File: config.mk
export PLATFORM = sky130hd
export DESIGN_NAME = uart_cmd_bridge
export DESIGN_NICKNAME = d
export VERILOG_FILES = /design/src/rtl/uart_cmd_bridge.sv
export SDC_FILE = /design/constraint.sdc
export NUM_CORES = 1
export LEC_CHECK = 0
export ABC_AREA = 1
export CAP_MARGIN = 20
export CORE_MARGIN = 5
export CORE_UTILIZATION = 53
export CTS_CLUSTER_SIZE = 14
export DETAILED_ROUTE_END_ITERATION = 6
export GPL_TIMING_DRIVEN = 0
export PLACE_DENSITY = 0.89
export SYNTH_ARGS = -nofsm -noshare
export SYNTH_HDL_FRONTEND = slang
export SYNTH_SLANG_ARGS = --single-unit
File: constraint.sdc
create_clock -name clk -period 2.5 [get_ports clk]
set_clock_uncertainty 0.15 [all_clocks]
set_input_delay 0.25 -clock clk [delete_from_list [all_inputs] [get_ports clk]]
set_output_delay 0.25 -clock clk [all_outputs]
set_load 0.1 [all_outputs]
File: src/rtl/uart_cmd_bridge.sv
// uart_cmd_bridge: turns UART command frames into single OCP master transactions and returns one response byte.
module uart_cmd_bridge #(
    parameter logic [15:0] P_TIMEOUT   = 16'd50000,
    parameter logic [7:0]  P_CMD_WRITE = 8'h57,
    parameter logic [7:0]  P_CMD_READ  = 8'h52,
    parameter logic [7:0]  P_ACK       = 8'h4B,
    parameter logic [7:0]  P_NAK       = 8'h45
) (
    input  logic       clk,
    input  logic       rst_n,
    input  logic [7:0] rx_data,
    input  logic       rx_valid,
    output logic [7:0] tx_data,
    output logic       tx_valid,
    input  logic       tx_ready,
    output logic [2:0] MCmd,
    output logic [7:0] MAddr,
    output logic [7:0] MData,
    input  logic       SCmdAccept,
    input  logic [7:0] SData,
    input  logic [1:0] SResp,
    output logic [2:0] bridge_state,
    output logic       overrun
);
    typedef enum logic [2:0] {
        IDLE     = 3'd0,
        GET_ADDR = 3'd1,
        GET_DATA = 3'd2,
        CMD      = 3'd3,
        RESP     = 3'd4,
        TX       = 3'd5
    } state_t;

    state_t      state, state_d;
    logic        is_read, is_read_d;
    logic [2:0]  mcmd_d;
    logic [7:0]  maddr_d, mdata_d, tx_data_d;
    logic        tx_valid_d, overrun_d, timed_out;
    logic [15:0] cnt, cnt_d;

    assign bridge_state = state;
    assign timed_out    = cnt == P_TIMEOUT - 16'd1;

    always_comb begin
        state_d    = state;
        is_read_d  = is_read;
        mcmd_d     = MCmd;
        maddr_d    = MAddr;
        mdata_d    = MData;
        tx_data_d  = tx_data;
        tx_valid_d = tx_valid;
        cnt_d      = '0;
        overrun_d  = overrun | (rx_valid && (state == CMD || state == RESP || state == TX));
        case (state)
            IDLE: begin
                if (rx_valid && (rx_data == P_CMD_WRITE || rx_data == P_CMD_READ)) begin
                    is_read_d = rx_data == P_CMD_READ;
                    state_d   = GET_ADDR;
                end
            end
            GET_ADDR: begin
                if (rx_valid) begin
                    maddr_d = rx_data;
                    mdata_d = is_read ? 8'h00 : MData;
                    mcmd_d  = is_read ? 3'b010 : MCmd;
                    state_d = is_read ? CMD : GET_DATA;
                end else if (timed_out) begin
                    state_d = IDLE;
                end else begin
                    cnt_d = cnt + 16'd1;
                end
            end
            GET_DATA: begin
                if (rx_valid) begin
                    mdata_d = rx_data;
                    mcmd_d  = 3'b001;
                    state_d = CMD;
                end else if (timed_out) begin
                    state_d = IDLE;
                end else begin
                    cnt_d = cnt + 16'd1;
                end
            end
            CMD: begin
                if (SCmdAccept) begin
                    mcmd_d  = 3'b000;
                    state_d = RESP;
                end
            end
            RESP: begin
                if (SResp != 2'b00) begin
                    tx_data_d  = SResp == 2'b01 ? (is_read ? SData : P_ACK) : P_NAK;
                    tx_valid_d = 1'b1;
                    state_d    = TX;
                end
            end
            TX: begin
                if (tx_ready) begin
                    tx_valid_d = 1'b0;
                    state_d    = IDLE;
                end
            end
            default: state_d = IDLE;
        endcase
    end

    always_ff @(posedge clk or negedge rst_n) begin
        if (!rst_n) begin
            state    <= IDLE;
            is_read  <= 1'b0;
            MCmd     <= 3'b000;
            MAddr    <= 8'h00;
            MData    <= 8'h00;
            tx_data  <= 8'h00;
            tx_valid <= 1'b0;
            overrun  <= 1'b0;
            cnt      <= 16'd0;
        end else begin
            state    <= state_d;
            is_read  <= is_read_d;
            MCmd     <= mcmd_d;
            MAddr    <= maddr_d;
            MData    <= mdata_d;
            tx_data  <= tx_data_d;
            tx_valid <= tx_valid_d;
            overrun  <= overrun_d;
            cnt      <= cnt_d;
        end
    end
endmodule

Yosys cells after proc, flatten, opt, wreduce, memory -nomap -nowiden
Cells that the tools add are included.
- output and inout bits: 32
- flip-flop bits (word level): 49
- input bits: 23
- bitwise logic cells: 1
- reduce and logical (&&, ||, !) cells: 18
- add/sub/neg operators: 1
- equality and inequality tests: 16
- mux-type cells: 26
- operator list (kind ; count):
    two-way mux 16 bit ; 3
    two-way mux 8 bit ; 5
    two-way mux 3 bit ; 11
    one-hot mux 3 bit (6 select lines) ; 1
    adder 16 x 1 -> 16 bit, second input constant ; 1
    equality test 16 bit, second input constant ; 1
    equality test 8 x 7 -> 1 bit, second input constant ; 2
    one-hot mux 8 bit (2 select lines) ; 1
    inequality test 2 bit, second input constant ; 6
    one-hot mux 3 bit (3 select lines) ; 1
    AND reduction 4 bit ; 2
    equality test 3 x 2 -> 1 bit, second input constant ; 2
    equality test 3 bit, second input constant ; 2
    AND reduction 2 bit ; 3
    nonzero test 2 bit ; 3
    AND reduction 5 bit ; 1
    equality test 3 x 1 -> 1 bit, second input constant ; 1
    zero test 3 bit ; 1
    logical OR 1 bit ; 3
    two-way mux 1 bit ; 3
    AND reduction 3 bit ; 1
    nonzero test 3 bit ; 1
    equality test 2 x 1 -> 1 bit, second input constant ; 1
    logical AND 1 bit ; 2
    other kinds (4) ; 4

Logic depth before layout (Yosys ltp)
- depth in word-level cells: 5
- gate-level depth with buffers: 11
- depth with buffers taken out: 11

Worst setup path before layout
Ideal clock, no wire load.
- path type: reg-to-reg
- start: register state[0] (netlist: bridge_state[0])
- end: register cnt[2]
- data required time: 2270 ps
- path slack: 311 ps
- buffers on the path: 0
- stages on the path, launching flop included: 9
- data arrival time: 1959 ps
- path through: dfrtp_1 inv_2 nor2_4 nand2_2 nand2_1 nand2_2 a21oi_4 inv_2 nor3b_2
- word-level cells in the longest chain between the ends: 3
- elaborated cells between the ends (all ways): 4
- classes of those cells: 2 x eq/ne; 1 x mux; 1 x reduce/logical
- RTL lines (item ; line ; text):
    from (decl) ; 34 ; state_t state, state_d;
    from (signal assigned) ; 119 ; state <= state_d;
    equality test 3 x 2 -> 1 bit / equality test 3 x 1 -> 1 bit (equally long branches) ; 54 ; case (state)
    OR reduction 2 bit (no line) (*) ; - ;
    two-way mux 16 bit (*) ; - ;
    named net cnt_d[2] ; 39 ; logic [15:0] cnt, cnt_d;
    to (signal assigned) ; 127 ; cnt <= cnt_d;
    to (decl) ; 39 ;
The timed path passes the listed nets; every way through them passes the cells marked *.
A chain may end at the register's enable or synchronous reset.

Worst setup path in the final report
- start: register state[1] (netlist: bridge_state[1])
- end: output bridge_state[1]
- RTL lines (item ; line ; text):
    to (decl) ; 22 ; output logic [2:0] bridge_state,
No word-level cell between the ends.

==> results.toml <==
[outcome]
outcome = "finished, final reports clean"

[timing]
post-route-min-period_ns = 2.38
timing.max_slew.rel_slack_pct = 33.2
fmax_mhz = 420
whs_ns = 0.308
count_of_final_setup_violators = 0
final-hold-violation-count = 0
tightestPinTransition_ns = 1.00
grt_setup_unrepaired = "false"
timing.final.crit_share_pct = 95.3
layout_setup_ws_ns = 0.117
final_max_slew_viol_count = 0

[logic_synthesis]
synth_cell_type_count = 31
postSynth.asyncResetShare_pct = 100
synth-edff-count = 0
yosys_warnings = 0
syn-mean-instance-area_sq_um = 8.23
main_flop_type_after_synthesis = "sky130_fd_sc_hd__dfrtp_1"
postSynthRegisterBits = 48
synth.yosys.seq_area_share_pct = 52.3
syn_nets = 303
cell_area_after_synthesis_sq_um = 2300
syn-instance-count = 279

[cells_and_area]
layout.filler_cells = 332
final_layout_size_suffix_gt1_share_pct = 8.77
post_layout_nonfiller_instances = 394
antenna_cells_inserted = 0
most_common_cell_after_layout_fill_and_taps_aside = "sky130_fd_sc_hd__nand2_1"
most-common-layout-cells = "sky130_fd_sc_hd__nand2_1, sky130_fd_sc_hd__clkdlybuf4s50_1, sky130_fd_sc_hd__dfrtp_1, sky130_fd_sc_hd__nor2_1, sky130_fd_sc_hd__inv_1"
layout-area-overhead-vs-synth_pct = 31.9
num-nets-final = 365
fin_area_sq_um = 3030

[global_routing]
use_met3_pct = 5.67
grt_antenna_before_repair = 0
grt.total_usage_pct = 21.4
first_global_vias = 2185
pin_count_of_the_biggest_net_entering_global_routing = 27
groute.layer.met1.usage_pct = 27.0
global_route.usage.met2_pct = 34.3
grt_pass1_wl_mm = 9.40
grt_remaining_overflow = 0
global_route.peak_usage_layer = "met2"

[worst_setup_path]
critPathCaptureType = "output port"
critical_path.n_buffers_inverters = 1
path_cells = "clkdlybuf4s50_1"
timing.critical_path.max_delay_family = "buffers and inverters"
crit_required_ns = 2.10
setup.worst_path.start_class = "flop"
path_max_fanout = 6
critical-path-max-stage-delay_ns = 1.20
cp_data_arrival_time_ns = 1.98
slowest_stage_cell_on_the_critical_path = "sky130_fd_sc_hd__clkdlybuf4s50_1"
worst_setup_path_class = "flop to output port"

[clocking]
worst_setup_hold_path_clk_slew_ns = 0.09
cts_resized = 0
post_cts_buffers = 0
clock_path_buffers = 2
cts-root-buf = "sky130_fd_sc_hd__clkbuf_8"
clock-sinks = 48
htree_levels = 2
clk-insertion-delay-late_ns = 0.31
cts_buffers = 5
cts_tree = "done"

[routing]
drtAntennaViolNets = 0
wl_cell_um = 14.0
drtIter0Drc = 117
via_per_inst = 5.32
wirelength_mm = 5.53
drc_errors = 0
first_pass_iters = 4
via_count = 2096

[placement]
placedInstanceArea_sq_um = 2910
place.port_buffers = 53
weighted_congestion_at_the_end_of_routability_driven_global_placement = 0.881
pre_cts_ws_ns = 0.450
dp_hpwl_mm = 4.10
place_inst = 385

[die]
design.portCount = 55
placementRows = 24
die_w_um = 75.8
initial_core_util_pct = 53.9
die_area_sq_um = 5750
placeableCoreArea_sq_um = 4260
die_h_um = 75.8

[flow_run]
drv_cap = 0

[worst_hold_path]
min-delay-path-class = "primary input to async pin"
## final cells by class
class | count | area (sq um) | share of cell area (%)
tap | 52 | 65.1 | 2.15
buffer | 3 | 16.3 | 0.537
sequential | 48 | 1200 | 39.7
clock buffer | 5 | 68.8 | 2.27
inverter | 32 | 120 | 3.97
multi-input combinational | 196 | 960 | 31.7
timing repair buffer | 55 | 556 | 18.3
clock inverter | 3 | 42.5 | 1.40
## cells in the mapped netlist, types with 2 or more instances
cell	n	area [sq um]
sky130_fd_sc_hd__a21oi_1	11	55.1
sky130_fd_sc_hd__a21oi_4	2	32.5
sky130_fd_sc_hd__dfrtp_1	48	1200
sky130_fd_sc_hd__inv_1	29	109
sky130_fd_sc_hd__inv_2	2	7.51
sky130_fd_sc_hd__mux2_2	3	33.8
sky130_fd_sc_hd__nand2_1	71	267
sky130_fd_sc_hd__nand2_2	3	18.8
sky130_fd_sc_hd__nand3_1	15	75.1
sky130_fd_sc_hd__nand4_1	4	25.0
sky130_fd_sc_hd__nor2_1	30	113
sky130_fd_sc_hd__nor2_2	3	18.8
sky130_fd_sc_hd__nor3_1	5	25.0
sky130_fd_sc_hd__nor3_2	2	20.0
sky130_fd_sc_hd__o21ai_0	28	140
sky130_fd_sc_hd__o21ai_1	7	35.0
sky130_fd_sc_hd__xor2_1	2	17.5
## logic make-up after synthesis
logic type,Yosys count,synth area share (%)
adder cells (fa/ha/maj),1,0.545
XOR/XNOR,2,0.763
multiplexers,3,1.47
AO/OA/AOI/OAI,52,12.7
buffers and inverters,35,5.94
flip-flops,48,52.3
other,1,0.163
AND/OR/NAND/NOR,137,26.1
## through the flow
stage	utilization (%)	TNS [ns]
global placement	67.8	-14.65
detailed placement	68.2	0
global route	71.0	0
finish	71.0	0
floorplan	-	0
CTS	71.0	0
## state kept, by name (all words and copies together) (netlist names)
name	cells
MData	8
bridge_state	3
tx_data	8
MCmd	2
overrun	1
is_read	1
cnt	16
MAddr	8
tx_valid	1
## per-layer routing
layer	wire length, um	vias to the layer above
met4	80	0
met2	2550	74
met1	2430	984
li1	-	1028
met3	456	10
met5	0	-
## timing repair
item / 4_1_cts / 5_1_grt
endpoints found under the hold margin: 22 / 0
hold buffers: 1 / 0
setup endpoints to repair: 0 / 0
## final timing paths
path | slack [ns] | start | to | cells past startpoint
worst max register to register | 0.59 | bridge_state[1] | tx_data[1] | 6
worst min register to register | 0.33 | cnt[0] | cnt[0] | 1
min in group clk | 0.33 | cnt[0] | cnt[0] | 1
worst min-delay path | 0.31 | rst_n | cnt[9] | 2
max in group asynchronous | 1.36 | rst_n | MData[7] | 3
worst max-delay path | 0.12 | bridge_state[1] | bridge_state[1] | 1
Power is left out: the tool's default activity adds up to more than one toggle a clock period on the data nets, which glitch-free logic cannot reach.
